===== src/rtl/ide_xfer_tracker.sv =====
// IDE bus snooper: tracks the active command and the PIO transfer position,
// and drives a registered byte-swap select for the downstream datapath.
module ide_xfer_tracker #(
  parameter int unsigned SYNC_STAGES      = 2,
  parameter int unsigned WORDS_PER_SECTOR = 256,
  parameter bit          SWAP_IDLE        = 1'b1
) (
  input  logic       CLK,
  input  logic       RST,
  input  logic       _RESET,
  input  logic [1:0] _CS,
  input  logic [2:0] DA,
  input  logic       _DIOW,
  input  logic       _DIOR,
  input  logic [7:0] D_LO,
  output logic       SWAP,
  output logic [7:0] CMD,
  output logic       XFER_ACTIVE,
  output logic       RAW_XFER,
  output logic [7:0] WORD_CNT,
  output logic [8:0] SECT_LEFT
);

  localparam int unsigned NSTAGE = (SYNC_STAGES < 2) ? 2 : SYNC_STAGES;
  localparam int unsigned BUS_W  = 16;
  // Inactive bus: bus reset, strobes released, no chip select.
  localparam logic [BUS_W-1:0] BUS_IDLE  = {1'b1, 1'b1, 1'b1, 2'b11, 3'b000, 8'h00};
  localparam logic [7:0]       LAST_WORD = 8'(WORDS_PER_SECTOR - 1);

  typedef enum logic [1:0] {
    IDLE      = 2'd0,
    XFER_SWAP = 2'd1,
    XFER_RAW  = 2'd2
  } state_t;

  typedef struct packed {
    logic [1:0] cs;
    logic [2:0] da;
    logic [7:0] data;
  } access_t;

  logic [BUS_W-1:0] sync_q [NSTAGE];
  logic [BUS_W-1:0] bus_s;
  logic             bus_rst_s;
  logic             diow_s;
  logic             dior_s;
  logic [1:0]       cs_s;
  logic [2:0]       da_s;
  logic [7:0]       d_s;

  logic             diow_q;
  logic             dior_q;
  access_t          cap;

  logic             wr_ev;
  logic             rd_ev;
  logic             ev_scwr;
  logic             ev_cmdwr;
  logic             ev_srst;
  logic             ev_data;

  state_t           state;
  state_t           state_nxt;
  logic [7:0]       sc_shadow;
  logic [7:0]       sc_nxt;
  logic [7:0]       cmd_nxt;
  logic [7:0]       wc_nxt;
  logic [8:0]       sl_nxt;

  function automatic logic is_pio(input logic [7:0] c);
    case (c)
      8'h20, 8'h21, 8'h30, 8'h31, 8'hC4, 8'hC5: is_pio = 1'b1;
      default:                                  is_pio = 1'b0;
    endcase
  endfunction

  function automatic logic is_ident(input logic [7:0] c);
    is_ident = (c == 8'hEC) || (c == 8'hA1);
  endfunction

  // Multi-stage synchroniser on every asynchronous bus input.
  always_ff @(posedge CLK) begin
    if (RST) begin
      for (int i = 0; i < int'(NSTAGE); i++) sync_q[i] <= BUS_IDLE;
    end else begin
      sync_q[0] <= {_RESET, _DIOW, _DIOR, _CS, DA, D_LO};
      for (int i = 1; i < int'(NSTAGE); i++) sync_q[i] <= sync_q[i-1];
    end
  end

  assign bus_s     = sync_q[NSTAGE-1];
  assign bus_rst_s = bus_s[15];
  assign diow_s    = bus_s[14];
  assign dior_s    = bus_s[13];
  assign cs_s      = bus_s[12:11];
  assign da_s      = bus_s[10:8];
  assign d_s       = bus_s[7:0];

  // Capture tracks the bus while a strobe is held, so the release edge sees
  // the address/data that were valid just before the strobe went high.
  always_ff @(posedge CLK) begin
    if (RST) begin
      diow_q <= 1'b1;
      dior_q <= 1'b1;
      cap    <= '{cs: 2'b11, da: 3'd0, data: 8'h00};
    end else begin
      diow_q <= diow_s;
      dior_q <= dior_s;
      if (!diow_s || !dior_s) cap <= '{cs: cs_s, da: da_s, data: d_s};
    end
  end

  // Access decode; a simultaneous read release is folded into the write.
  always_comb begin
    wr_ev    = diow_s & ~diow_q;
    rd_ev    = dior_s & ~dior_q & ~wr_ev;
    ev_scwr  = wr_ev & (cap.cs == 2'b10) & (cap.da == 3'd2);
    ev_cmdwr = wr_ev & (cap.cs == 2'b10) & (cap.da == 3'd7);
    ev_srst  = wr_ev & (cap.cs == 2'b01) & (cap.da == 3'd6) & cap.data[2];
    ev_data  = (wr_ev | rd_ev) & (cap.cs == 2'b10) & (cap.da == 3'd0);
  end

  // Next-state and counter update; bus reset outranks every access.
  always_comb begin
    state_nxt = state;
    sc_nxt    = sc_shadow;
    cmd_nxt   = CMD;
    wc_nxt    = WORD_CNT;
    sl_nxt    = SECT_LEFT;
    if (!bus_rst_s || ev_srst) begin
      state_nxt = IDLE;
      wc_nxt    = 8'd0;
      sl_nxt    = 9'd0;
    end else if (ev_cmdwr) begin
      cmd_nxt = cap.data;
      wc_nxt  = 8'd0;
      if (is_pio(cap.data)) begin
        state_nxt = XFER_SWAP;
        sl_nxt    = (sc_shadow == 8'd0) ? 9'd256 : {1'b0, sc_shadow};
      end else if (is_ident(cap.data)) begin
        state_nxt = XFER_RAW;
        sl_nxt    = 9'd1;
      end else begin
        state_nxt = IDLE;
        sl_nxt    = 9'd0;
      end
    end else if (ev_scwr) begin
      sc_nxt = cap.data;
    end else if (ev_data && (state != IDLE)) begin
      if (WORD_CNT == LAST_WORD) begin
        wc_nxt = 8'd0;
        sl_nxt = SECT_LEFT - 9'd1;
        if (SECT_LEFT == 9'd1) state_nxt = IDLE;
      end else begin
        wc_nxt = WORD_CNT + 8'd1;
      end
    end
  end

  // State register with outputs derived from the next state.
  always_ff @(posedge CLK) begin
    if (RST) begin
      state       <= IDLE;
      sc_shadow   <= 8'h01;
      CMD         <= 8'h00;
      WORD_CNT    <= 8'd0;
      SECT_LEFT   <= 9'd0;
      XFER_ACTIVE <= 1'b0;
      RAW_XFER    <= 1'b0;
      SWAP        <= SWAP_IDLE;
    end else begin
      state       <= state_nxt;
      sc_shadow   <= sc_nxt;
      CMD         <= cmd_nxt;
      WORD_CNT    <= wc_nxt;
      SECT_LEFT   <= sl_nxt;
      XFER_ACTIVE <= (state_nxt != IDLE);
      RAW_XFER    <= (state_nxt == XFER_RAW);
      case (state_nxt)
        XFER_SWAP: SWAP <= 1'b1;
        XFER_RAW:  SWAP <= 1'b0;
        default:   SWAP <= SWAP_IDLE;
      endcase
    end
  end

endmodule


===== config.mk =====
export PLATFORM = sky130hd
export DESIGN_NAME = ide_xfer_tracker
export DESIGN_NICKNAME = d
export VERILOG_FILES = /design/src/rtl/ide_xfer_tracker.sv
export SDC_FILE = /design/constraint.sdc
export NUM_CORES = 1
export LEC_CHECK = 0
export CAP_MARGIN = 20
export CORE_ASPECT_RATIO = 1.75
export CORE_MARGIN = 1.5
export CORE_UTILIZATION = 48
export CTS_BUF_LIST = sky130_fd_sc_hd__clkbuf_16
export DETAILED_ROUTE_END_ITERATION = 7
export PLACE_DENSITY = 0.74
export SYNTH_ARGS = -nofsm -noshare
export SYNTH_HDL_FRONTEND = slang
export SYNTH_SLANG_ARGS = --single-unit

===== constraint.sdc =====
create_clock -name CLK -period 1.6 [get_ports CLK]
set_input_delay 0.32 -clock CLK [delete_from_list [all_inputs] [get_ports CLK]]
set_output_delay 0.32 -clock CLK [all_outputs]
set_load 0.005 [all_outputs]

==> metrics.md <==
| Metric | Value |
|---|---|
| Layout Utilization | 0.710 |
| Slew HR | 0.687 |
| Layout cells sized above 1 | 0.296 |
| Register area | 0.00173 mm2 |
| FMAX | 0.585 GHz |
| Core footprint | 0.00649 mm2 |
| Failing checks | setup timing |
| Largest net degree at the start of global routing | 43 |
| Die X | 64.9 um |
| Setup ws final | -0.108 ns |
| Fillers | 502 |
| Final period util | 1.07 |
| Hold Buf Count CTS | 0 |
| Leakage power | 2.00 nW |
| Diode count | 0 |
| Die ar. | 0.00723 mm2 |
| Drt wl/cell | 13.9 um |
| CTS tree | yes |
| Antenna Nets Post-Route | 0 |
| Post-Syn Instances | 337 |
| Worst skew pair latency | 0.33 ns |
| Top_reg_cell synth | dfxtp_1 |
| Register area share after synthesis | 0.529 |
| VDD IR-drop max | 0.972 mV |
| CP Class | reg2reg |
| Netlist cell types | 49 |
| RSZ-0062 raised after global routing | yes |
| Area delta synth->final | 43.2% |
| Global route overflow | 0 |
| Clock skew | 0.00694 ns |
| Dpl hpwl | 5.11 mm |
| CTS Buf Count | 9 |
| Max cap viols | 0 |
| Nets | 452 |
| Multi-input combinational cell area | 0.00163 mm2 |
| R2r setup slk | -0.11 ns |
| Crit end category | register |
| Register bit total from synthesis | 85 |
| Hold Worst Slack | 0.260 ns |
| Min Clock Period, post-route | 1.71 ns |
| Arrival @ worst endpoint | 1.93 ns |
| Crit Path Max Fanout | 4 |
| Num Clock Sinks | 85 |
| Die Y | 111 um |
| Power Total | 4.33 mW |
| First-pass GRT wire length | 12.1 mm |
| Dpl cell area | 0.00415 mm2 |
| Clock Tree Root | clkbuf_16 |
| CTS H-Tree Depth | 3 |
| Fin. max-slew vios | 0 |
| # DRC | 0 |
| I/O Buffers | 45 |
| Hold Crit Class | in2reg |
| Slew @ Worst Pin | 0.469 ns |
| Max Root-Sink Buffers | 2 |
| Final hold viol count | 0 |
| Initial core utilization | 0.496 |
| Final instance area | 0.00461 mm2 |
| Total track usage | 0.217 |
| Number of global-route vias before repair | 2618 |
| Drt initial violations | 163 |
| Clock slew at reported path FFs | 0.06 ns |
| # IOs | 46 |
| Gpl congestion | 0.833 |
| Drt first pass iters | 4 |
| Place WS | -0.110 ns |
| Cell Rows | 39 |
| Type of origin of the critical path | register |
| Fraction of registers with async set/reset | 0 |
| Status | finished with violations |
| WL final | 7.19 mm |
| Synth warn | 0 |
| Netlist Area Pre-Place | 0.00322 mm2 |
| Cell area power density | 940 mW/mm2 |
| Via Count | 2687 |
| Initial antenna violation count | 0 |
| Critical path required time | 1.82 ns |
| Syn avg cell area | 9.55 um2 |
| Vias per inst | 5.19 |
| EDFF count, synth | 0 |
| Post-Syn Nets | 358 |
| # setup viols final | 16 |
-- logic make-up (layout without fill, tap and decap cells) --
group / after synthesis / after routing / share of synthesized area
AND/OR/NAND/NOR: 154 / 154 / 0.254
adder cells (fa/ha/maj): 3 / 3 / 0.0117
flip-flops: 85 / 85 / 0.529
buffers and inverters: 19 / 118 / 0.0229
XOR/XNOR: 8 / 8 / 0.0218
multiplexers: 16 / 16 / 0.0497
AO/OA/AOI/OAI: 52 / 52 / 0.111
-- per-layer routing --
| metal | vias to the layer above | wire length [um] | global-route usage |
|---|---|---|---|
| met4 | 0 | 234 | 0.112 |
| met5 | - | 0 | 0 |
| met2 | 66 | 4020 | 0.381 |
| met3 | 17 | 239 | 0.0525 |
| li1 | 1350 | - | - |
| met1 | 1254 | 2700 | 0.235 |
-- sequential cells by signal, summed over array words and instances (netlist names) --
| name | count |
|---|---|
| CMD | 8 |
| dior_q | 1 |
| SWAP | 1 |
| sc_shadow | 8 |
| RAW_XFER | 1 |
| diow_q | 1 |
| XFER_ACTIVE | 1 |
| SECT_LEFT | 9 |
| WORD_CNT | 8 |
| state | 2 |
| cap | 13 |
| sync_q | 32 |
-- worst max-delay path: stages, from the launching register on --
cell	delay, ns
dfxtp_2	0.32
or4_4	0.56
nor4_4	0.20
nand3_2	0.14
a41o_1	0.23
o21bai_1	0.16
-- area by class of cell --
class | instances | area share
Sequential cell | 85 | 0.375
Clock buffer | 9 | 0.0489
Inverter | 6 | 0.00489
Multi-Input combinational cell | 233 | 0.353
Clock inverter | 7 | 0.0130
Tap cell | 82 | 0.0223
Timing Repair Buffer | 96 | 0.183
-- report_power, final --
| part | internal [mW] | switching [mW] | total, mW |
|---|---|---|---|
| combinational | 0.0998 | 0.0844 | 0.184 |
| sequential | 2.16 | 0.0209 | 2.18 |
| clock | 1.19 | 0.778 | 1.97 |
| total | 3.45 | 0.883 | 4.33 |
-- cell usage in the layout, fill, tap and decap left out, types with 4 or more instances in the layout --
master	count
clkdlybuf4s50_1	33
inv_1	7
or2_2	14
clkbuf_16	9
nand3_1	4
a21oi_1	16
nor2b_1	25
dfxtp_1	69
a31oi_1	4
mux2i_1	16
dlygate4sd2_1	8
nor2_1	31
buf_4	48
xnor2_1	5
and3_1	4
nand2_1	41
dfxtp_2	14
o21ai_0	7
-- per-stage QoR --
stage | TNS, ns | instances
2_1_floorplan | -0.0163 | 337
3_3_place_gp | -0.861 | 500
3_5_place_dp | -1.60 | 500
4_1_cts | -0.810 | 517
5_1_grt | -2.43 | 518
6_report | -0.821 | 518
-- path summary, 6_finish.rpt --
| path | start | to | cells after the start |
|---|---|---|---|
| max | SECT_LEFT[4] | XFER_ACTIVE | 5 |
| min | RST | sc_shadow[0] | 3 |
| max reg2reg | SECT_LEFT[4] | XFER_ACTIVE | 5 |
| min reg2reg | sync_q[0][15] | sync_q[0][31] | 1 |
-- synthesized netlist by cell type (2+ instances only) --
cell      count  area [um2]
nand3_1       6        30.0
a32o_1        2        20.0
nand4_1       2        12.5
buf_2         2        10.0
nor2_1       32         120
o221a_2       3        33.8
nor3b_1       2        15.0
nor2b_1      25         156
nor4_1        4        25.0
a21oi_1      17        85.1
and3_1        4        25.0
ha_1          3        37.5
xnor2_1       5        43.8
o21ai_0       8        40.0
xor2_1        3        26.3
o21a_1        3        22.5
a221oi_1      3        26.3
nand3b_1      2        15.0
clkbuf_1     11        41.3
a31oi_1       5        31.3
o31ai_1       2        15.0
or3_1         2        12.5
nor3_1        5        25.0
dfxtp_1      85        1700
mux2i_1      16         160
inv_1         6        22.5
or2_2        16         100
nand2_1      42         158
-- what timing repair did --
| item | in CTS | in global routing |
|---|---|---|
| setup buffers | 1 | 1 |
| pin swaps | 8 | 9 |
| resized for setup | 35 | 19 |
| setup endpoints to repair | 38 | 35 |
(Power assumes the default switching activity.)
